===== src/rtl/sobel_edge_packer_if.sv =====
// Packed-byte output stream of the Sobel edge packer.
// Valid/ready handshake carrying one byte per beat plus an end-of-frame marker.
interface sobel_edge_packer_if;
   logic [7:0] out_data;
   logic       out_valid;
   logic       out_ready;
   logic       out_last;

   modport master (
      output out_data,
      output out_valid,
      output out_last,
      input  out_ready
   );

   modport slave (
      input  out_data,
      input  out_valid,
      input  out_last,
      output out_ready
   );
endinterface


===== src/rtl/sobel_edge_packer.sv =====
// Packs the binary Sobel edge stream into LSB-first bytes, pads each row to a byte
// boundary, buffers bytes in a FWFT FIFO and keeps a per-frame edge-pixel count.
module sobel_edge_packer #(
   parameter int OUT_W      = 510,
   parameter int OUT_H      = 510,
   parameter int FIFO_DEPTH = 16
) (
   input  logic                   clk,
   input  logic                   rst_n,
   input  logic [7:0]             pixel_in,
   input  logic                   pixel_valid_in,
   sobel_edge_packer_if.master    o_byte,
   output logic [31:0]            edge_count,
   output logic                   frame_done,
   output logic                   overflow
);

   localparam int COL_W = (OUT_W > 1) ? $clog2(OUT_W) : 1;
   localparam int ROW_W = (OUT_H > 1) ? $clog2(OUT_H) : 1;
   localparam int PTR_W = $clog2(FIFO_DEPTH);
   localparam int CNT_W = PTR_W + 1;

   localparam logic [COL_W-1:0] LAST_COL = COL_W'(OUT_W - 1);
   localparam logic [ROW_W-1:0] LAST_ROW = ROW_W'(OUT_H - 1);
   localparam logic [CNT_W-1:0] FULL_CNT = CNT_W'(FIFO_DEPTH);

   typedef struct packed {
      logic       last;
      logic [7:0] data;
   } fifo_entry_t;

   // Pack and coordinate state
   logic [7:0]       r_pack;
   logic [2:0]       r_bit_cnt;
   logic [COL_W-1:0] r_col;
   logic [ROW_W-1:0] r_row;
   logic [31:0]      r_run_cnt;
   logic [31:0]      r_edge_count;

   // FIFO state
   fifo_entry_t      r_mem [FIFO_DEPTH];
   logic [PTR_W-1:0] r_wr_ptr;
   logic [PTR_W-1:0] r_rd_ptr;
   logic [CNT_W-1:0] r_count;

   // Status
   logic             r_overflow;
   logic             r_frame_done;

   logic             w_bit;
   logic [7:0]       w_pack_next;
   logic             w_col_end;
   logic             w_row_end;
   logic             w_byte_done;
   logic             w_frame_end;
   logic             w_valid;
   logic             w_pop;
   logic             w_push;
   logic             w_drop;
   fifo_entry_t      w_head;

   assign w_bit       = pixel_in[7];
   assign w_pack_next = r_pack | ({7'd0, w_bit} << r_bit_cnt);
   assign w_col_end   = (r_col == LAST_COL);
   assign w_row_end   = (r_row == LAST_ROW);
   assign w_byte_done = pixel_valid_in && ((r_bit_cnt == 3'd7) || w_col_end);
   assign w_frame_end = pixel_valid_in && w_col_end && w_row_end;

   assign w_head  = r_mem[r_rd_ptr];
   assign w_valid = (r_count != '0);

   // A full FIFO still accepts a push when the head leaves in the same cycle.
   always_comb begin
      w_pop  = 1'b0;
      w_push = 1'b0;
      w_drop = 1'b0;
      if (w_valid && o_byte.out_ready) begin
         w_pop = 1'b1;
      end
      if (w_byte_done) begin
         if ((r_count < FULL_CNT) || w_pop) begin
            w_push = 1'b1;
         end else begin
            w_drop = 1'b1;
         end
      end
   end

   // NOTE: state registers use non-blocking assignments so every flop samples pre-edge values.
   always_ff @(posedge clk) begin
      if (!rst_n) begin
         r_pack       <= '0;
         r_bit_cnt    <= '0;
         r_col        <= '0;
         r_row        <= '0;
         r_run_cnt    <= '0;
         r_edge_count <= '0;
      end else if (pixel_valid_in) begin
         if (w_byte_done) begin
            r_pack    <= '0;
            r_bit_cnt <= '0;
         end else begin
            r_pack    <= w_pack_next;
            r_bit_cnt <= r_bit_cnt + 3'd1;
         end

         if (w_col_end) begin
            r_col <= '0;
            r_row <= w_row_end ? '0 : r_row + ROW_W'(1);
         end else begin
            r_col <= r_col + COL_W'(1);
         end

         if (w_frame_end) begin
            r_edge_count <= r_run_cnt + 32'(w_bit);
            r_run_cnt    <= '0;
         end else begin
            r_run_cnt    <= r_run_cnt + 32'(w_bit);
         end
      end
   end

   always_ff @(posedge clk) begin
      if (!rst_n) begin
         r_wr_ptr <= '0;
         r_rd_ptr <= '0;
         r_count  <= '0;
      end else begin
         if (w_push) begin
            r_wr_ptr <= r_wr_ptr + PTR_W'(1);
         end
         if (w_pop) begin
            r_rd_ptr <= r_rd_ptr + PTR_W'(1);
         end
         if (w_push && !w_pop) begin
            r_count <= r_count + CNT_W'(1);
         end else if (w_pop && !w_push) begin
            r_count <= r_count - CNT_W'(1);
         end
      end
   end

   // NOTE: storage is not reset; entries are only observed once the count says they are valid.
   always_ff @(posedge clk) begin
      if (w_push) begin
         r_mem[r_wr_ptr] <= '{last: w_frame_end, data: w_pack_next};
      end
   end

   always_ff @(posedge clk) begin
      if (!rst_n) begin
         r_overflow   <= 1'b0;
         r_frame_done <= 1'b0;
      end else begin
         if (w_drop) begin
            r_overflow <= 1'b1;
         end
         r_frame_done <= w_pop && w_head.last;
      end
   end

   // Head is gated so the outputs read zero whenever the FIFO is empty.
   assign o_byte.out_valid = w_valid;
   assign o_byte.out_data  = w_valid ? w_head.data : 8'd0;
   assign o_byte.out_last  = w_valid ? w_head.last : 1'b0;

   assign edge_count = r_edge_count;
   assign frame_done = r_frame_done;
   assign overflow   = r_overflow;

endmodule

===== src/flat_wrapper.sv =====
// flat-port wrapper written by rule: the top's interface ports become plain ports
module sobel_edge_packer_flat 
#(
   parameter int OUT_W      = 510,
   parameter int OUT_H      = 510,
   parameter int FIFO_DEPTH = 16
)
  (clk, rst_n, pixel_in, pixel_valid_in, edge_count, frame_done, overflow, o_byte_out_data, o_byte_out_valid, o_byte_out_last, o_byte_out_ready);
  sobel_edge_packer_if o_byte_i ();
  input  logic clk;
  input  logic rst_n;
  input  logic [7:0] pixel_in;
  input  logic pixel_valid_in;
  output logic [31:0] edge_count;
  output logic frame_done;
  output logic overflow;
  output wire logic [$bits(o_byte_i.out_data)-1:0] o_byte_out_data;
  output wire logic [$bits(o_byte_i.out_valid)-1:0] o_byte_out_valid;
  output wire logic [$bits(o_byte_i.out_last)-1:0] o_byte_out_last;
  input wire logic [$bits(o_byte_i.out_ready)-1:0] o_byte_out_ready;
  assign o_byte_out_data = o_byte_i.out_data;
  assign o_byte_out_valid = o_byte_i.out_valid;
  assign o_byte_out_last = o_byte_i.out_last;
  assign o_byte_i.out_ready = o_byte_out_ready;
  sobel_edge_packer #(.OUT_W(OUT_W), .OUT_H(OUT_H), .FIFO_DEPTH(FIFO_DEPTH)) u_core (.clk(clk), .rst_n(rst_n), .pixel_in(pixel_in), .pixel_valid_in(pixel_valid_in), .o_byte(o_byte_i), .edge_count(edge_count), .frame_done(frame_done), .overflow(overflow));
endmodule

===== config.mk =====
export PLATFORM = sky130hd
export DESIGN_NAME = sobel_edge_packer_flat
export DESIGN_NICKNAME = d
export VERILOG_FILES = /design/src/rtl/sobel_edge_packer_if.sv /design/src/rtl/sobel_edge_packer.sv /design/src/flat_wrapper.sv
export SDC_FILE = /design/constraint.sdc
export NUM_CORES = 1
export LEC_CHECK = 0
export BUFFER_PORTS_ARGS = -buffer_cell sky130_fd_sc_hd__buf_2
export CORE_MARGIN = 4
export CORE_UTILIZATION = 39
export DETAILED_ROUTE_END_ITERATION = 12
export SLEW_MARGIN = 10
export SYNTH_ARGS = -nofsm -noshare
export SYNTH_HDL_FRONTEND = slang
export SYNTH_SLANG_ARGS = --single-unit

===== constraint.sdc =====
create_clock -name clk -period 8.4 [get_ports clk]
set_input_delay 0.42 -clock clk [delete_from_list [all_inputs] [get_ports clk]]
set_output_delay 0.42 -clock clk [all_outputs]
set_load 0.01 [all_outputs]

-- Word-level counts from Yosys, hierarchy flattened
Memory sizes are Yosys's and may differ from the RTL's. A register that Yosys moved wholly into a read port is not among the register bits.
Index checks and enable logic that the tools add are counted.
- bits in registers: 108
- latch bits: 0
- RAM bits: 144
- memory bits (read-only): 0
- input port bits: 12
- output and inout port bits: 44
- word-level logic and storage cells: 59
- memories kept: 1
- memories (memory ; words ; bits a word ; rd ports ; clocked after Yosys merged registers in ; write ports ; line ; source):
    u_core.r_mem ; 16 ; 9 ; 1 ; 1 ; 1 ; sobel_edge_packer.sv:41 ; fifo_entry_t r_mem [FIFO_DEPTH];
- $add $sub $neg: 8
- multiply operators: 0
- divide/modulo/power cells: 0
- $lt $le $gt $ge: 1
- eq/ne operators: 3
- shift-type cells: 1
- mux-type cells: 18
- bitwise operators: 1
- reductions and logical operators: 15
- operators with widths (cell ; number):
    $add A32 B1 Y32 ; 1
    $mux W32 ; 1
    $add A9 B1 Y9 const B ; 2
    $eq A9 B9 Y1 const B ; 2
    $mux W9 ; 2
    $mux W8 ; 2
    $mux W5 ; 2
    $add A4 B1 Y4 const B ; 2
    $mux W1 ; 8
    $mux W4 ; 2
    $or A8 B8 Y8 ; 1
    $shl A1 B3 Y8 ; 1
    $logic_and A1 B1 Y1 ; 7
    $add A5 B1 Y5 const B ; 1
    $lt A5 B5 Y1 const B ; 1
    $reduce_bool A5 Y1 ; 1
    $sub A5 B1 Y5 const B ; 1
    $reduce_and A2 Y1 ; 2
    $add A3 B1 Y3 const B ; 1
    $eq A3 B3 Y1 const B ; 1
    $mux W3 ; 1
    $logic_not A1 Y1 ; 2
    $logic_or A1 B1 Y1 ; 2
    $reduce_bool A2 Y1 ; 1

-- Longest topological paths before layout
Gate-level depths: netlist of run 1.
- depth in word-level cells: 10
- depth in mapped cells: 14
- depth with buffers taken out: 13

-- Least setup slack after synthesis of run 1
No wires, ideal clock.
- kind: reg2reg
- from: register u_core.r_col[0]
- to: register u_core.r_count[4]
- setup time: 0.076 ns
- arrival: 2.842 ns
- required time: 8.324 ns
- path slack: 5.482 ns
- cell stages (with the launch flop): 14
- buffers on the path: 1
- clock period less this slack: 2.918 ns
- path through: dfxtp_1 > ha_1 > and4_1 > a21o_1 > and3_1 > clkbuf_1 > ha_1 > inv_1 > fa_1 > a21o_1 > a21oi_1 > xnor2_1 > or3_1 > a21boi_0
- cells in the longest elaborated chain, start to end: 7
- elaborated cells between the ends (all ways): 9
- classes of those cells: 1 x eq/ne; 2 x mux; 6 x reduce/logical
- ends and longest elaborated chain (item ; line ; source):
    from (decl) ; sobel_edge_packer.sv:35 ; logic [COL_W-1:0] r_col;
    from (signal assigned) ; sobel_edge_packer.sv:111 ; r_col <= r_col + COL_W'(1);
    $eq A9 B9 Y1 * ; sobel_edge_packer.sv:64 ; assign w_col_end = (r_col == LAST_COL);
    $logic_or A1 B1 Y1 * ; sobel_edge_packer.sv:66 ; assign w_byte_done = pixel_valid_in && ((r_bit_cnt == 3'd7) || w_col_end);
    $logic_and A1 B1 Y1 * ; sobel_edge_packer.sv:66 ;
    $mux W1 * ; sobel_edge_packer.sv:80 ; if (w_byte_done) begin
    via u_core.w_push ; sobel_edge_packer.sv:58 ; logic w_push;
    $logic_not A1 Y1 ; sobel_edge_packer.sv:137 ; end else if (w_pop && !w_push) begin
    $logic_and A1 B1 Y1 ; sobel_edge_packer.sv:137 ;
    $reduce_bool A2 Y1 (no line) ; - ;
    to (signal assigned) ; sobel_edge_packer.sv:136 ; r_count <= r_count + CNT_W'(1);
    to (signal assigned) ; sobel_edge_packer.sv:138 ; r_count <= r_count - CNT_W'(1);
    to (decl) ; sobel_edge_packer.sv:44 ; logic [CNT_W-1:0] r_count;
The timed path passes the listed nets; every way through them passes the cells marked *.
A chain may end at the register's enable or synchronous reset.

==> load_flow_metrics.sql, run 1 <==
INSERT INTO impl_metrics (metric_group, metric, value, unit) VALUES
('critical_path', 'worst-endpoint-arrival', '2870', 'ps'),
('pwr', 'power_density_cells', '247', 'mW/mm^2'),
('place', 'dp.final_hpwl', '13600', 'um'),
('critical_path', 'cp-end-kind', 'output pin', ''),
('clock_network', 'post_cts_hold_buffer_count', '0', ''),
('route', 'routed_via_density', '5.30', ''),
('synth', 'synth_sequential_area_ratio', '0.610', ''),
('place', 'io_buffers', '48', ''),
('die', 'dieArea', '0.0303', 'mm^2'),
('critical_path', 'max_stage_delay', '610', 'ps'),
('synth', 'syn-mean-instance-area', '13.5', 'um^2'),
('cells_and_area', 'layout.area.seq', '0.00657', 'mm^2'),
('route', 'drtAntennaViolNets', '0', ''),
('cells_and_area', 'commonest_cells_after_routing_fill_and_taps_aside', '144 x sky130_fd_sc_hd__edfxtp_1, 111 x sky130_fd_sc_hd__dfxtp_1, 52 x sky130_fd_sc_hd__nor2_1, 48 x sky130_fd_sc_hd__buf_2, 45 x sky130_fd_sc_hd__mux4_2', ''),
('clock_network', 'clock_latency', '540', 'ps'),
('timing', 'layout_worst_path_cycle_share', '0.392', ''),
('route', 'vias', '6406', ''),
('critical_path', 'critical_path.max_fanout', '36', ''),
('synth', 'async_reset_ff_frac', '0', ''),
('global_routing', 'grt_pass1_wl', '34900', 'um'),
('global_routing', 'grt-ovfl-total', '0', ''),
('clock_network', 'path_clk_slew', '60', 'ps'),
('critical_path', 'start_kind', 'register', ''),
('synth', 'synth_cell_types', '50', ''),
('timing', 'max_slew.worst_pin.slew', '1140', 'ps'),
('timing', 'timing.final.hold_violations', '0', ''),
('die', 'start_util', '0.398', ''),
('critical_path', 'critical_path.reg2reg.endpoint', 'u_core.r_count[4]', ''),
('critical_path', 'ff2ff_path_depth', '12', ''),
('global_routing', 'grt_pass1_vias', '6320', ''),
('place', 'finalWeightedCongestion', '0.751', ''),
('pwr', 'design_power_total', '0.00301', 'W'),
('outcome', 'outcome', 'completed', ''),
('run', 'maxcap_viol_count', '0', ''),
('critical_path', 'crit_path_frequent_cell', 'sky130_fd_sc_hd__mux4_2', ''),
('synth', 'synth_enable_flop_cells', '144', ''),
('clock_network', 'cts_setup_buffers', '0', ''),
('synth', 'postSynthCellCount', '798', ''),
('global_routing', 'largest_net_degree_at_the_start_of_global_routing', '37', ''),
('timing', 'timing.max_slew.rel_slack', '0.238', ''),
('timing', 'layout_min_cycle_time', '3290', 'ps'),
('timing', 'setup_viol', '0', ''),
('timing', 'fin_skew', '18.1', 'ps'),
('cells_and_area', 'most_common_cell_after_layout_fill_and_taps_aside', 'sky130_fd_sc_hd__edfxtp_1', ''),
('clock_network', 'tritoncts', 'done', ''),
('synth', 'syn-num-nets', '828', ''),
('timing', 'maxClockFrequency', '304', 'MHz'),
('cells_and_area', 'combined_area_of_the_multi_input_logic_cells', '0.00393', 'mm^2'),
('pwr', 'p_leak', '4.46', 'nW'),
('clock_network', 'numClockSinks', '256', ''),
('cells_and_area', 'fillCellCount', '2468', ''),
('die', 'dieHeight', '174', 'um'),
('route', 'drc_errors', '0', ''),
('clock_network', 'post_cts_sizing_count', '0', ''),
('synth', 'yosys_warnings', '0', ''),
('route', 'pre_antenna_drt_iters', '5', ''),
('die', 'chipWidth', '174', 'um'),
('hold_path', 'worstHoldPathType', 'in -> reg', ''),
('timing', 'rsz0062_at_grt', 'no', ''),
('die', 'core_region_area', '0.0270', 'mm^2'),
('clock_network', 'longest_clk_path_bufs', '3', ''),
('clock_network', 'cts_buffers', '28', ''),
('die', 'num_rows', '60', ''),
('clock_network', 'cts_max_level', '1', ''),
('synth', 'post_synth_instance_area', '0.0108', 'mm^2'),
('synth', 'synth_ff_type', 'sky130_fd_sc_hd__edfxtp_1', ''),
('critical_path', 'critical_path.slowest_cell', 'sky130_fd_sc_hd__mux4_2', ''),
('route', 'drt_iter0_markers', '422', ''),
('critical_path', 'criticalPathCategory', 'reg -> out', ''),
('timing', 'timing.setup.tns', '0', 'ps'),
('critical_path', 'timing.reg2reg.setup_slack', '5240', 'ps');
## sequential cells by signal, indices dropped and copies added (netlist names), named ones only
register and flops:
u_core.edge_count 32, u_core.frame_done 1, u_core.overflow 1, u_core.r_bit_cnt 3, u_core.r_col 9, u_core.r_count 5
u_core.r_mem 144, u_core.r_pack 8, u_core.r_rd_ptr 4, u_core.r_row 9, u_core.r_run_cnt 32, u_core.r_wr_ptr 4
## worst max-delay path: cells and delay by family (launching register included)
kind	cells	cell delay, ps
buffers and inverters	2	700
and+or+nand+nor	1	170
muxes	2	1120
DFF	1	310
## kinds of logic (layout without fill, tap and decap cells)
| logic type | after synthesis | after routing | share of synthesized area |
|---|---|---|---|
| flops | 256 | 256 | 0.610 |
| simple gates | 236 | 236 | 0.119 |
| compound gates | 125 | 125 | 0.0806 |
| buf+inv | 58 | 127 | 0.0247 |
| xor+xnor | 53 | 53 | 0.0432 |
| mux | 52 | 52 | 0.101 |
| fa+ha+maj | 18 | 18 | 0.0216 |
## cell type report
type,count,share of cell area
flip-flops and latches,256,0.538
multi-input cells,484,0.322
clock buffers,36,0.0599
well taps,341,0.0350
repair buffers,58,0.0258
clock inverters,16,0.0137
inverters,17,0.00523
## worst min-delay path by stage
stage	start	end	slack [ps]	depth (start not counted)
floorplan	u_core.r_pack[4]	u_core.r_pack[4]	440	2
global placement	u_core.edge_count[5]	u_core.edge_count[5]	440	1
detailed placement	u_core.edge_count[5]	u_core.edge_count[5]	440	1
CTS	o_byte_out_ready	u_core.frame_done	170	2
global route	o_byte_out_ready	u_core.frame_done	190	2
finish	o_byte_out_ready	u_core.frame_done	190	2
## metal layers
metal | part of all wire | track usage | wire (um)
met1 | 0.46 | 0.196 | 9880
met2 | 0.46 | 0.229 | 9960
met3 | 0.057 | 0.0298 | 1230
met4 | 0.016 | 0.0340 | 349
met5 | 0.00033 | 0 | 7
## Yosys cell counts (all sizes together), types with 11 or more instances
cell      n  area [um^2]
a21o     11         82.6
a21oi    22          110
a22o     39          342
and2     22          139
and3     11         71.3
buf      21          126
clkbuf   20         75.1
dfxtp   112         2240
edfxtp  144         4320
ha       17          213
inv      17         63.8
mux4     45         1010
nand2    39          146
nand3    19          113
nand4    21          131
nor2     53          199
nor2b    12         75.1
nor3     17         90.1
o21ai    30          150
xnor2    28          245
xor2     25          219
## where the power goes
group	total, W	leakage [nW]	switching (W)	internal, W
clock	0.00119	0.431	0.000481	0.000707
sequential	0.00136	2.35	0.0000206	0.00134
combinational	0.000461	1.68	0.000237	0.000224
## stage by stage
| stage | util | worst slack (ps) | hold slack (ps) | cell area (um^2) | cells |
|---|---|---|---|---|---|
| final | 0.451 | 5110 | 195 | 12200 | 1208 |
| after global routing | 0.451 | 4930 | 191 | 12200 | 1208 |
| after CTS | 0.451 | 5020 | 170 | 12200 | 1208 |
| after detailed placement | 0.418 | 5250 | 443 | 11300 | 1156 |
| after global placement | 0.418 | 5300 | 443 | 11300 | 1156 |
| after floorplan | - | 5480 | 438 | 10800 | 798 |
(Power assumes the default switching activity.)
==> run 2: changes to the inputs <==
==> constraint.sdc (replaced) <==
create_clock -name clk -period 3.3 [get_ports clk]
set_input_delay 0.165 -clock clk [delete_from_list [all_inputs] [get_ports clk]]
set_output_delay 0.165 -clock clk [all_outputs]
set_load 0.01 [all_outputs]
==> run 2 against run 1 <==
  * First-iteration DRC count grew 13%
  * Global-route usage grew 0.22 points
  * Combinational power grew to 2.7 times the previous value
  * Non-clock buffer count grew 20
  * Critical path type unchanged
  * Largest power group unchanged
  * Final cell count grew 1.7%
  * Sequential cell count is the same
==> load_flow_metrics.sql, run 2 (synthesis gave the netlist of run 1 again) <==
INSERT INTO impl_metrics (metric_group, metric, value, unit) VALUES
('die', 'chipWidth', '174', 'um'),
('critical_path', 'crit_path_cell_trace', 'buf_4 > buf_4 > mux4_2 > mux4_2 > and2_1 > buf_2', ''),
('timing', 'timing.max_slew.rel_slack', '0.532', ''),
('route', 'post_route_wl', '21900', 'um'),
('pwr', 'power.share.switching', '0.240', ''),
('hold_path', 'min_path_cells', '3', ''),
('timing', 'layout_min_cycle_time', '2970', 'ps'),
('die', 'io_pins', '56', ''),
('clock_network', 'tritoncts', 'done', ''),
('pwr', 'p_leak', '4.60', 'nW'),
('pwr', 'pwr-share-comb', '0.157', ''),
('clock_network', 'numClockSinks', '256', ''),
('global_routing', 'global_route.usage.total', '0.143', ''),
('pwr', 'irDropWorstVdd', '0.000402', 'V'),
('route', 'drc_errors', '0', ''),
('critical_path', 'critical_path.max_fanout', '17', ''),
('hold_path', 'worstHoldPathType', 'in -> reg', ''),
('hold_path', 'timing.hold.worst_endpoint', 'u_core.r_col[1]', ''),
('die', 'dieArea', '0.0303', 'mm^2'),
('critical_path', 'critical_path.reg2reg.endpoint', 'u_core.r_count[4]', ''),
('global_routing', 'antenna_violations_before_repair', '0', ''),
('pwr', 'power_density_cells', '645', 'mW/mm^2'),
('critical_path', 'required', '3130', 'ps'),
('place', 'io_buffers', '48', ''),
('clock_network', 'cts_max_level', '1', ''),
('global_routing', 'grt_pass1_vias', '6432', ''),
('pwr', 'seqPwrFrac', '0.432', ''),
('cells_and_area', 'syn2layout_area_growth', '15.7', '%'),
('route', 'vias', '6516', ''),
('critical_path', 'worst-endpoint-arrival', '2810', 'ps'),
('cells_and_area', 'largest_reg_flops', '144', ''),
('cells_and_area', 'antennaDiodeCount', '0', ''),
('critical_path', 'timing.rr.start', 'u_core.r_col[1]', ''),
('critical_path', 'criticalPathCategory', 'reg -> out', ''),
('critical_path', 'start_kind', 'register', ''),
('timing', 'slew_violations', '0', ''),
('route', 'drt_iter0_markers', '477', ''),
('pwr', 'p_switching', '0.00192', 'W'),
('critical_path', 'ff2ff_path_depth', '13', ''),
('critical_path', 'critical_path.slowest_cell', 'sky130_fd_sc_hd__mux4_2', ''),
('clock_network', 'post_cts_hold_buffer_count', '1', ''),
('timing', 'timing.setup.tns', '0', 'ps'),
('timing', 'maxClockFrequency', '337', 'MHz'),
('cells_and_area', 'final_nets', '895', ''),
('critical_path', 'critical-path-top-delay-family', 'multiplexers', ''),
('clock_network', 'clock_latency', '540', 'ps'),
('timing', 'fin_skew', '13.9', 'ps'),
('place', 'finalWeightedCongestion', '0.774', ''),
('timing', 'max_slew.worst_pin.slew', '696', 'ps'),
('timing', 'rsz0062_at_grt', 'no', ''),
('route', 'routed_via_density', '5.31', ''),
('global_routing', 'largest_net_degree_at_the_start_of_global_routing', '34', ''),
('hold_path', 'hp-start', 'pixel_valid_in', ''),
('global_routing', 'grt_pass1_wl', '35800', 'um'),
('clock_network', 'cts_setup_buffers', '0', ''),
('pwr', 'design_power_total', '0.00802', 'W'),
('outcome', 'outcome', 'completed', ''),
('die', 'dieHeight', '174', 'um'),
('pwr', 'p_int', '0.00610', 'W'),
('global_routing', 'grtUsageMet3', '0.0237', ''),
('cells_and_area', 'layout-drive-gt1-share', '0.213', ''),
('cells_and_area', 'most_common_cell_after_layout_fill_and_taps_aside', 'sky130_fd_sc_hd__edfxtp_1', ''),
('place', 'numPlacedInstances', '1175', ''),
('clock_network', 'post_cts_sizing_count', '0', ''),
('run', 'maxcap_viol_count', '0', ''),
('pwr', 'p_clk_frac', '0.411', ''),
('global_routing', 'grt-busiest-layer', 'met2', ''),
('critical_path', 'cp-end-kind', 'output pin', ''),
('die', 'core_region_area', '0.0270', 'mm^2'),
('timing', 'timing.final.hold_violations', '0', ''),
('global_routing', 'globalRouteMet2Util', '0.238', ''),
('clock_network', 'clk_root_buffer_cell', 'sky130_fd_sc_hd__clkbuf_16', ''),
('die', 'start_util', '0.398', ''),
('clock_network', 'longest_clk_path_bufs', '3', ''),
('cells_and_area', 'commonest_cells_after_routing_fill_and_taps_aside', '144 x sky130_fd_sc_hd__edfxtp_1, 111 x sky130_fd_sc_hd__dfxtp_1, 52 x sky130_fd_sc_hd__nor2_1, 48 x sky130_fd_sc_hd__buf_2, 45 x sky130_fd_sc_hd__mux4_2', ''),
('route', 'drtAntennaViolNets', '0', ''),
('die', 'num_rows', '60', ''),
('clock_network', 'path_clk_slew', '60', 'ps'),
('critical_path', 'max_stage_delay', '540', 'ps'),
('route', 'pre_antenna_drt_iters', '5', ''),
('cells_and_area', 'postLayoutCoreUtil', '0.461', ''),
('cells_and_area', 'finish.cell_count_without_fillers', '1228', ''),
('global_routing', 'met1_usage', '0.201', ''),
('place', 'dp.final_hpwl', '14000', 'um'),
('cells_and_area', 'registers.top_by_ff_count', 'u_core.r_mem', ''),
('critical_path', 'timing.reg2reg.setup_slack', '410', 'ps'),
('global_routing', 'grt-ovfl-total', '0', ''),
('critical_path', 'cp_num_buf_inv', '3', ''),
('timing', 'layout_worst_path_cycle_share', '0.900', ''),
('route', 'route.detailed.wl_per_inst', '17.8', 'um'),
('clock_network', 'cts_buffers', '28', ''),
('timing', 'setup_viol', '0', '');
run 2: changes by cell type in the layout (fill, tap and decap cells not counted):
| cell | delta |
|---|---|
| sky130_fd_sc_hd__buf_4 | +19 |
| sky130_fd_sc_hd__bufinv_16 | +3 |
| sky130_fd_sc_hd__clkbuf_1 | -4 |
| sky130_fd_sc_hd__clkbuf_8 | +1 |
| sky130_fd_sc_hd__clkinv_1 | -5 |
| sky130_fd_sc_hd__clkinv_2 | +5 |
| sky130_fd_sc_hd__clkinv_4 | +1 |
| sky130_fd_sc_hd__clkinvlp_2 | -1 |
| sky130_fd_sc_hd__clkinvlp_4 | +1 |
| sky130_fd_sc_hd__dlygate4sd3_1 | +1 |
| sky130_fd_sc_hd__inv_8 | -1 |
run 2: per-layer routing:
| metal | routed length, um | up-vias |
|---|---|---|
| li1 | - | 3152 |
| met1 | 10400 | 3230 |
| met2 | 10300 | 111 |
| met5 | 0 | - |
| met3 | 862 | 23 |
| met4 | 327 | 0 |
run 2: tightest hold or removal path, cell delays in order:
cell	delay [ps]
sky130_fd_sc_hd__buf_2	210
sky130_fd_sc_hd__nor2_1	130
sky130_fd_sc_hd__a211oi_1	50
run 2: per-stage QoR:
step / hold slack [ps] / setup WS (ps) / instance area (um^2)
3_5_place_dp: 445 / 426 / 11400
6_report: 81.1 / 329 / 12400
4_1_cts: 59.3 / 248 / 12400
2_1_floorplan: 336 / 382 / 10800
5_1_grt: 96.7 / 158 / 12400
3_3_place_gp: 443 / 448 / 11400
run 2: power by group through the flow:
stage / Clock [W] / Sequential, W / Combinational, W
global route: 0.00351 / 0.00347 / 0.00141
finish: 0.00330 / 0.00346 / 0.00126
floorplan: 0 / 0.00352 / 0.000936
global placement: 0 / 0.00353 / 0.00128
detailed placement: 0 / 0.00353 / 0.00129
CTS: 0.00339 / 0.00346 / 0.00130
run 2: layout make-up:
class,count,area [um^2]
Multi-Input combinational cell,484,3930
Timing Repair Buffer,78,468
Clock buffer,33,729
Clock inverter,19,264
Tap cell,341,427
Inverter,17,63.8
Fill cell,2407,14600
Sequential cell,256,6570
run 2: worst max-delay path by stage:
stage | startpoint | endpoint | slack, ps | cells past startpoint
after floorplan | u_core.r_col[0] | u_core.r_count[4] | 380 | 13
after global placement | u_core.r_col[1] | u_core.r_count[4] | 450 | 13
after CTS | register | o_byte_out_data[0] | 250 | 6
after detailed placement | u_core.r_col[1] | u_core.r_count[4] | 430 | 13
final | register | o_byte_out_data[0] | 330 | 6
after global routing | register | o_byte_out_data[1] | 160 | 6
